`config.mk`:
```
export PLATFORM = sky130hd
export DESIGN_NAME = axi4_lite_reg_slave
export DESIGN_NICKNAME = d
export VERILOG_FILES = /design/src/rtl/axi4_lite_reg_slave.sv
export SDC_FILE = /design/constraint.sdc
export NUM_CORES = 1
export LEC_CHECK = 0
export BUFFER_PORTS_ARGS = -buffer_cell sky130_fd_sc_hd__buf_2
export CORE_ASPECT_RATIO = 1.2
export CORE_MARGIN = 4
export CORE_UTILIZATION = 39
export CTS_CLUSTER_DIAMETER = 50
export DETAILED_ROUTE_END_ITERATION = 7
export PLACE_DENSITY = 0.83
export SLEW_MARGIN = 5
export SYNTH_ARGS = -nofsm -noshare
export SYNTH_HDL_FRONTEND = slang
export SYNTH_SLANG_ARGS = --single-unit
```
`constraint.sdc`:
```
create_clock -name clk -period 1.1 [get_ports clk]
set_clock_uncertainty 0.05 [all_clocks]
set_input_delay 0.11 -clock clk [delete_from_list [all_inputs] [get_ports clk]]
set_output_delay 0.11 -clock clk [all_outputs]
set_load 0.05 [all_outputs]
```
`src/rtl/axi4_lite_reg_slave.sv`:
```
// AXI4-Lite slave front-end that turns bus writes into one-cycle register-file
// write strobes and bus reads into registered register-file reads.
//
// Ports:
//   clk, rst_n          single clock, synchronous active-low reset
//   s_axi_aw*           write-address channel (valid/ready/addr)
//   s_axi_w*            write-data channel (valid/ready/data/strb)
//   s_axi_b*            write-response channel (valid/ready/resp)
//   s_axi_ar*           read-address channel (valid/ready/addr)
//   s_axi_r*            read-data channel (valid/ready/data/resp)
//   write_en            one-cycle register-file write strobe
//   write_addr/data     held write address and data for the strobe
//   read_addr           register-file read address (follows s_axi_araddr)
//   read_data           combinational register-file read data
module axi4_lite_reg_slave #(
    parameter int ADDR_WIDTH = 4,
    parameter int DATA_WIDTH = 32
) (
    input  logic                    clk,
    input  logic                    rst_n,

    input  logic                    s_axi_awvalid,
    output logic                    s_axi_awready,
    input  logic [ADDR_WIDTH-1:0]   s_axi_awaddr,

    input  logic                    s_axi_wvalid,
    output logic                    s_axi_wready,
    input  logic [DATA_WIDTH-1:0]   s_axi_wdata,
    input  logic [DATA_WIDTH/8-1:0] s_axi_wstrb,

    output logic                    s_axi_bvalid,
    input  logic                    s_axi_bready,
    output logic [1:0]              s_axi_bresp,

    input  logic                    s_axi_arvalid,
    output logic                    s_axi_arready,
    input  logic [ADDR_WIDTH-1:0]   s_axi_araddr,

    output logic                    s_axi_rvalid,
    input  logic                    s_axi_rready,
    output logic [DATA_WIDTH-1:0]   s_axi_rdata,
    output logic [1:0]              s_axi_rresp,

    output logic                    write_en,
    output logic [ADDR_WIDTH-1:0]   write_addr,
    output logic [DATA_WIDTH-1:0]   write_data,
    output logic [ADDR_WIDTH-1:0]   read_addr,
    input  logic [DATA_WIDTH-1:0]   read_data
);

    localparam int STRB_W = DATA_WIDTH / 8;

    localparam logic [1:0] RESP_OKAY   = 2'b00;
    localparam logic [1:0] RESP_SLVERR = 2'b10;

    // ------------------------------------------------------------------
    // Write path
    // ------------------------------------------------------------------
    logic                  aw_held;
    logic                  w_held;
    logic [ADDR_WIDTH-1:0] aw_addr_q;
    logic [DATA_WIDTH-1:0] w_data_q;
    logic [STRB_W-1:0]     w_strb_q;
    logic                  bvalid_q;
    logic [1:0]            bresp_q;

    logic aw_hs;
    logic w_hs;
    logic b_hs;
    logic commit;
    logic full_strb;

    assign aw_hs = s_axi_awvalid && !aw_held;
    assign w_hs  = s_axi_wvalid && !w_held;
    assign b_hs  = bvalid_q && s_axi_bready;

    // A commit needs both beats and a free B slot; a stalled response
    // blocks the next commit but not the capture of new beats.
    assign commit    = aw_held && w_held && !bvalid_q;
    assign full_strb = (w_strb_q == {STRB_W{1'b1}});

    // Partial-strobe writes are refused: no strobe, SLVERR response.
    assign write_en   = commit && full_strb;
    assign write_addr = aw_addr_q;
    assign write_data = w_data_q;

    assign s_axi_awready = !aw_held;
    assign s_axi_wready  = !w_held;
    assign s_axi_bvalid  = bvalid_q;
    assign s_axi_bresp   = bresp_q;

    // Held flags cannot see a handshake and a commit in the same cycle:
    // a commit needs both flags set, which closes both ready signals.
    always_ff @(posedge clk) begin
        if (!rst_n) begin
            aw_held   <= 1'b0;
            w_held    <= 1'b0;
            aw_addr_q <= '0;
            w_data_q  <= '0;
            w_strb_q  <= '0;
            bvalid_q  <= 1'b0;
            bresp_q   <= RESP_OKAY;
        end else begin
            if (aw_hs) begin
                aw_held   <= 1'b1;
                aw_addr_q <= s_axi_awaddr;
            end

            if (w_hs) begin
                w_held   <= 1'b1;
                w_data_q <= s_axi_wdata;
                w_strb_q <= s_axi_wstrb;
            end

            if (commit) begin
                aw_held  <= 1'b0;
                w_held   <= 1'b0;
                bvalid_q <= 1'b1;
                bresp_q  <= full_strb ? RESP_OKAY : RESP_SLVERR;
            end else if (b_hs) begin
                bvalid_q <= 1'b0;
            end
        end
    end

    // ------------------------------------------------------------------
    // Read path
    // ------------------------------------------------------------------
    logic                  rvalid_q;
    logic [DATA_WIDTH-1:0] rdata_q;
    logic                  ar_hs;
    logic                  r_hs;

    // The R slot can be refilled in the cycle it drains, so reads
    // stream at one per cycle while rready stays high.
    assign s_axi_arready = !rvalid_q || s_axi_rready;
    assign ar_hs         = s_axi_arvalid && s_axi_arready;
    assign r_hs          = rvalid_q && s_axi_rready;

    assign read_addr    = s_axi_araddr;
    assign s_axi_rvalid = rvalid_q;
    assign s_axi_rdata  = rdata_q;
    assign s_axi_rresp  = RESP_OKAY;

    always_ff @(posedge clk) begin
        if (!rst_n) begin
            rvalid_q <= 1'b0;
            rdata_q  <= '0;
        end else begin
            if (ar_hs) begin
                rvalid_q <= 1'b1;
                rdata_q  <= read_data;
            end else if (r_hs) begin
                rvalid_q <= 1'b0;
            end
        end
    end

endmodule
```
==> results.json <==
{
  "status": "finished with violations",
  "violations": "setup timing",
  "peakVddDrop_mv": 0.775,
  "die-area_um2": 9440,
  "track_usage_pct": 21.5,
  "syn-instance-count": 343,
  "htreeDepth": 3,
  "synthArstFlopShare_pct": 0,
  "final.min_clock_period_ns": 1.34,
  "place_ws_ns": -0.0591,
  "dp_hpwl_mm": 5.50,
  "die_h_um": 106,
  "first_iter_violations": 80,
  "rsz0062_at_grt": "yes",
  "n_fill_cell": 494,
  "chipWidth_um": 89.3,
  "via_per_inst": 4.75,
  "worst-path-buf-inv": 1,
  "min_path_type": "input pin to flop",
  "synth.largest_area_cell": "dfxtp_1",
  "path_cells": "nand3b_1, nor2_4, buf_8",
  "crit_family": "flip-flops",
  "wl_per_cell_um": 16.3,
  "place.gp.congestion": 0.731,
  "grt_pass1_wl_mm": 15.7,
  "ys_top_cells_by_count": "nand2_1, dfxtp_1, mux2i_1",
  "endpoint_kind": "primary output",
  "numCtsBuffers": 9,
  "cts.sinks": 77,
  "period_share_pct": 122,
  "finalHoldViolCount": 0,
  "port_buffers": 153,
  "n_antenna_cell": 0,
  "yosys_warnings": 0,
  "grt_max_degree": 80,
  "clk_pin_slew_ns": 0.08,
  "area_growth_pct": 80.5,
  "power.total_mw": 7.52,
  "postLayoutCellArea_um2": 5590,
  "synthTopCellsByArea": "dfxtp_1, nand2_1, mux2i_1",
  "leakagePower_nw": 2.63,
  "synth_most_common_cell": "nand2_1",
  "grt_antenna_before_repair": 0,
  "vias": 3230,
  "synth-edff-count": 0,
  "regArea_um2": 1560,
  "finalNetCount": 666,
  "worstPathArrival_ns": 1.18,
  "clock-root-buffer": "clkbuf_8",
  "fin_util_pct": 72.5,
  "start_kind": "flop",
  "postRouteAntennaNets": 0,
  "drt_first_pass_iters": 4,
  "core-area_um2": 7710,
  "crit_slowest_cell": "dfxtp_4",
  "critPathKind": "flop to primary output",
  "slew_violations": 0,
  "synth.yosys.seq_area_share_pct": 49.8,
  "synth-seq-cells": 77,
  "grt_pass1_vias": 3429,
  "clk-insertion-delay-late_ns": 0.34,
  "ys_types": 22,
  "setup_ws_ns": -0.237,
  "syn-cell-area_um2": 3100,
  "synth_top_flop_cell": "dfxtp_1",
  "drv_cap": 0,
  "num_io_pins": 165,
  "rows": 35,
  "powerDensity_nw_per_um2": 1340,
  "finalWirelength_mm": 11.1,
  "drc_errors": 0,
  "dpl_cell_area_um2": 3910,
  "overflow": 0,
  "avgSynthCellArea_um2": 9.03,
  "clock.fmax_mhz": 748,
  "initial_utilization_pct": 40.2,
  "yosys.area.top_type_share_pct": 49.8,
  "cts_max_path_buffers": 2,
  "cts_tree": "yes",
  "worstPathRequired_ns": 0.94,
  "cp_slowest_stage_delay_ns": 0.34,
  "setup_viol": 63,
  "multi_input_area_um2": 1420,
  "critPathMaxFanout": 2,
  "drive_above_1_share_pct": 39.3
}
## placed cells by master, fill, tap and decap left out, drive strengths merged
cell type and n:
buf 177, nand2 137, dfxtp 77, dlygate4sd3 75, a21boi 38, mux2i 36, clkbuf 16, nor2b 7
nor2 5, inv 4, conb 3, nand2b 3, and2 2, bufinv 2, nand3b 1, nand4 1
nor3b 1, clkinv 1, clkinvlp 1, dlymetal6s4s 1
## power by group
| group | total, mW | internal [mW] | switching, mW |
|---|---|---|---|
| clock network | 2.37 | 1.35 | 1.02 |
| registers | 3.08 | 2.96 | 0.112 |
| logic | 2.07 | 0.910 | 1.16 |
## cell families after synthesis
group	after synthesis	share of synthesized area, %
and+or+nand+nor	156	20.5
DFF	77	49.8
AOI/OAI and AO/OA	38	9.21
muxes	36	11.6
buffers and inverters	35	8.73
other	1	0.121
## worst reg2reg max path, cell delays in order (launching register included)
cell	delay [ns]
dfxtp_4	0.37
nor2b_4	0.27
clkbuf_16	0.25
nand2_1	0.07
a21boi_1	0.14
## timing repair
action / CTS / global route
gates resized for setup: 104 / 71
endpoints found under the hold margin: 76 / 0
setup buffers: 5 / 3
pin swaps: 3 / 14
hold buffers: 76 / 0
endpoints found under the setup margin: 106 / 69
gates cloned: 3 / 6
## through the flow
step                std cells  TNS, ns  hold WS, ns
finish                    680    -3.24       0.0433
global route              680    -7.66       0.0393
CTS                       674    -1.32       0.0117
detailed placement        574   -0.225        0.170
global placement          574        0        0.170
floorplan                 345    -6.12        0.176
## sequential cells by signal (all words and copies together) (netlist names), 4 cells and up
name,cells
write_data,32
write_addr,4
w_strb_q,4
s_axi_rdata,32
## per-layer routing
layer | track usage, % | vias to the layer above | share of wire (%)
met2 | 40.4 | 141 | 56
met5 | 0 | - | 0
met4 | 12.1 | 0 | 4.5
met1 | 20.5 | 1484 | 33
met3 | 5.00 | 47 | 6.3
li1 | - | 1558 | -
## layout make-up
| cell class | instances | share of cell area (%) |
|---|---|---|
| Timing Repair Buffer | 258 | 40.5 |
| Clock inverter | 5 | 1.48 |
| Multi-Input combinational cell | 234 | 25.4 |
| Clock buffer | 11 | 2.53 |
| Sequential cell | 77 | 27.8 |
| Tap cell | 92 | 2.06 |
| Inverter | 3 | 0.246 |
## final timing paths
kind | slack (ns) | end | depth (start not counted) | startpoint
max | -0.24 | write_en | 3 | s_axi_bvalid
min | 0.04 | s_axi_rvalid | 3 | s_axi_rready
max reg2reg | -0.12 | w_strb_q[1] | 4 | w_held
min reg2reg | 0.41 | s_axi_rdata[20] | 2 | s_axi_rdata[20]
(Power assumes the default switching activity.)
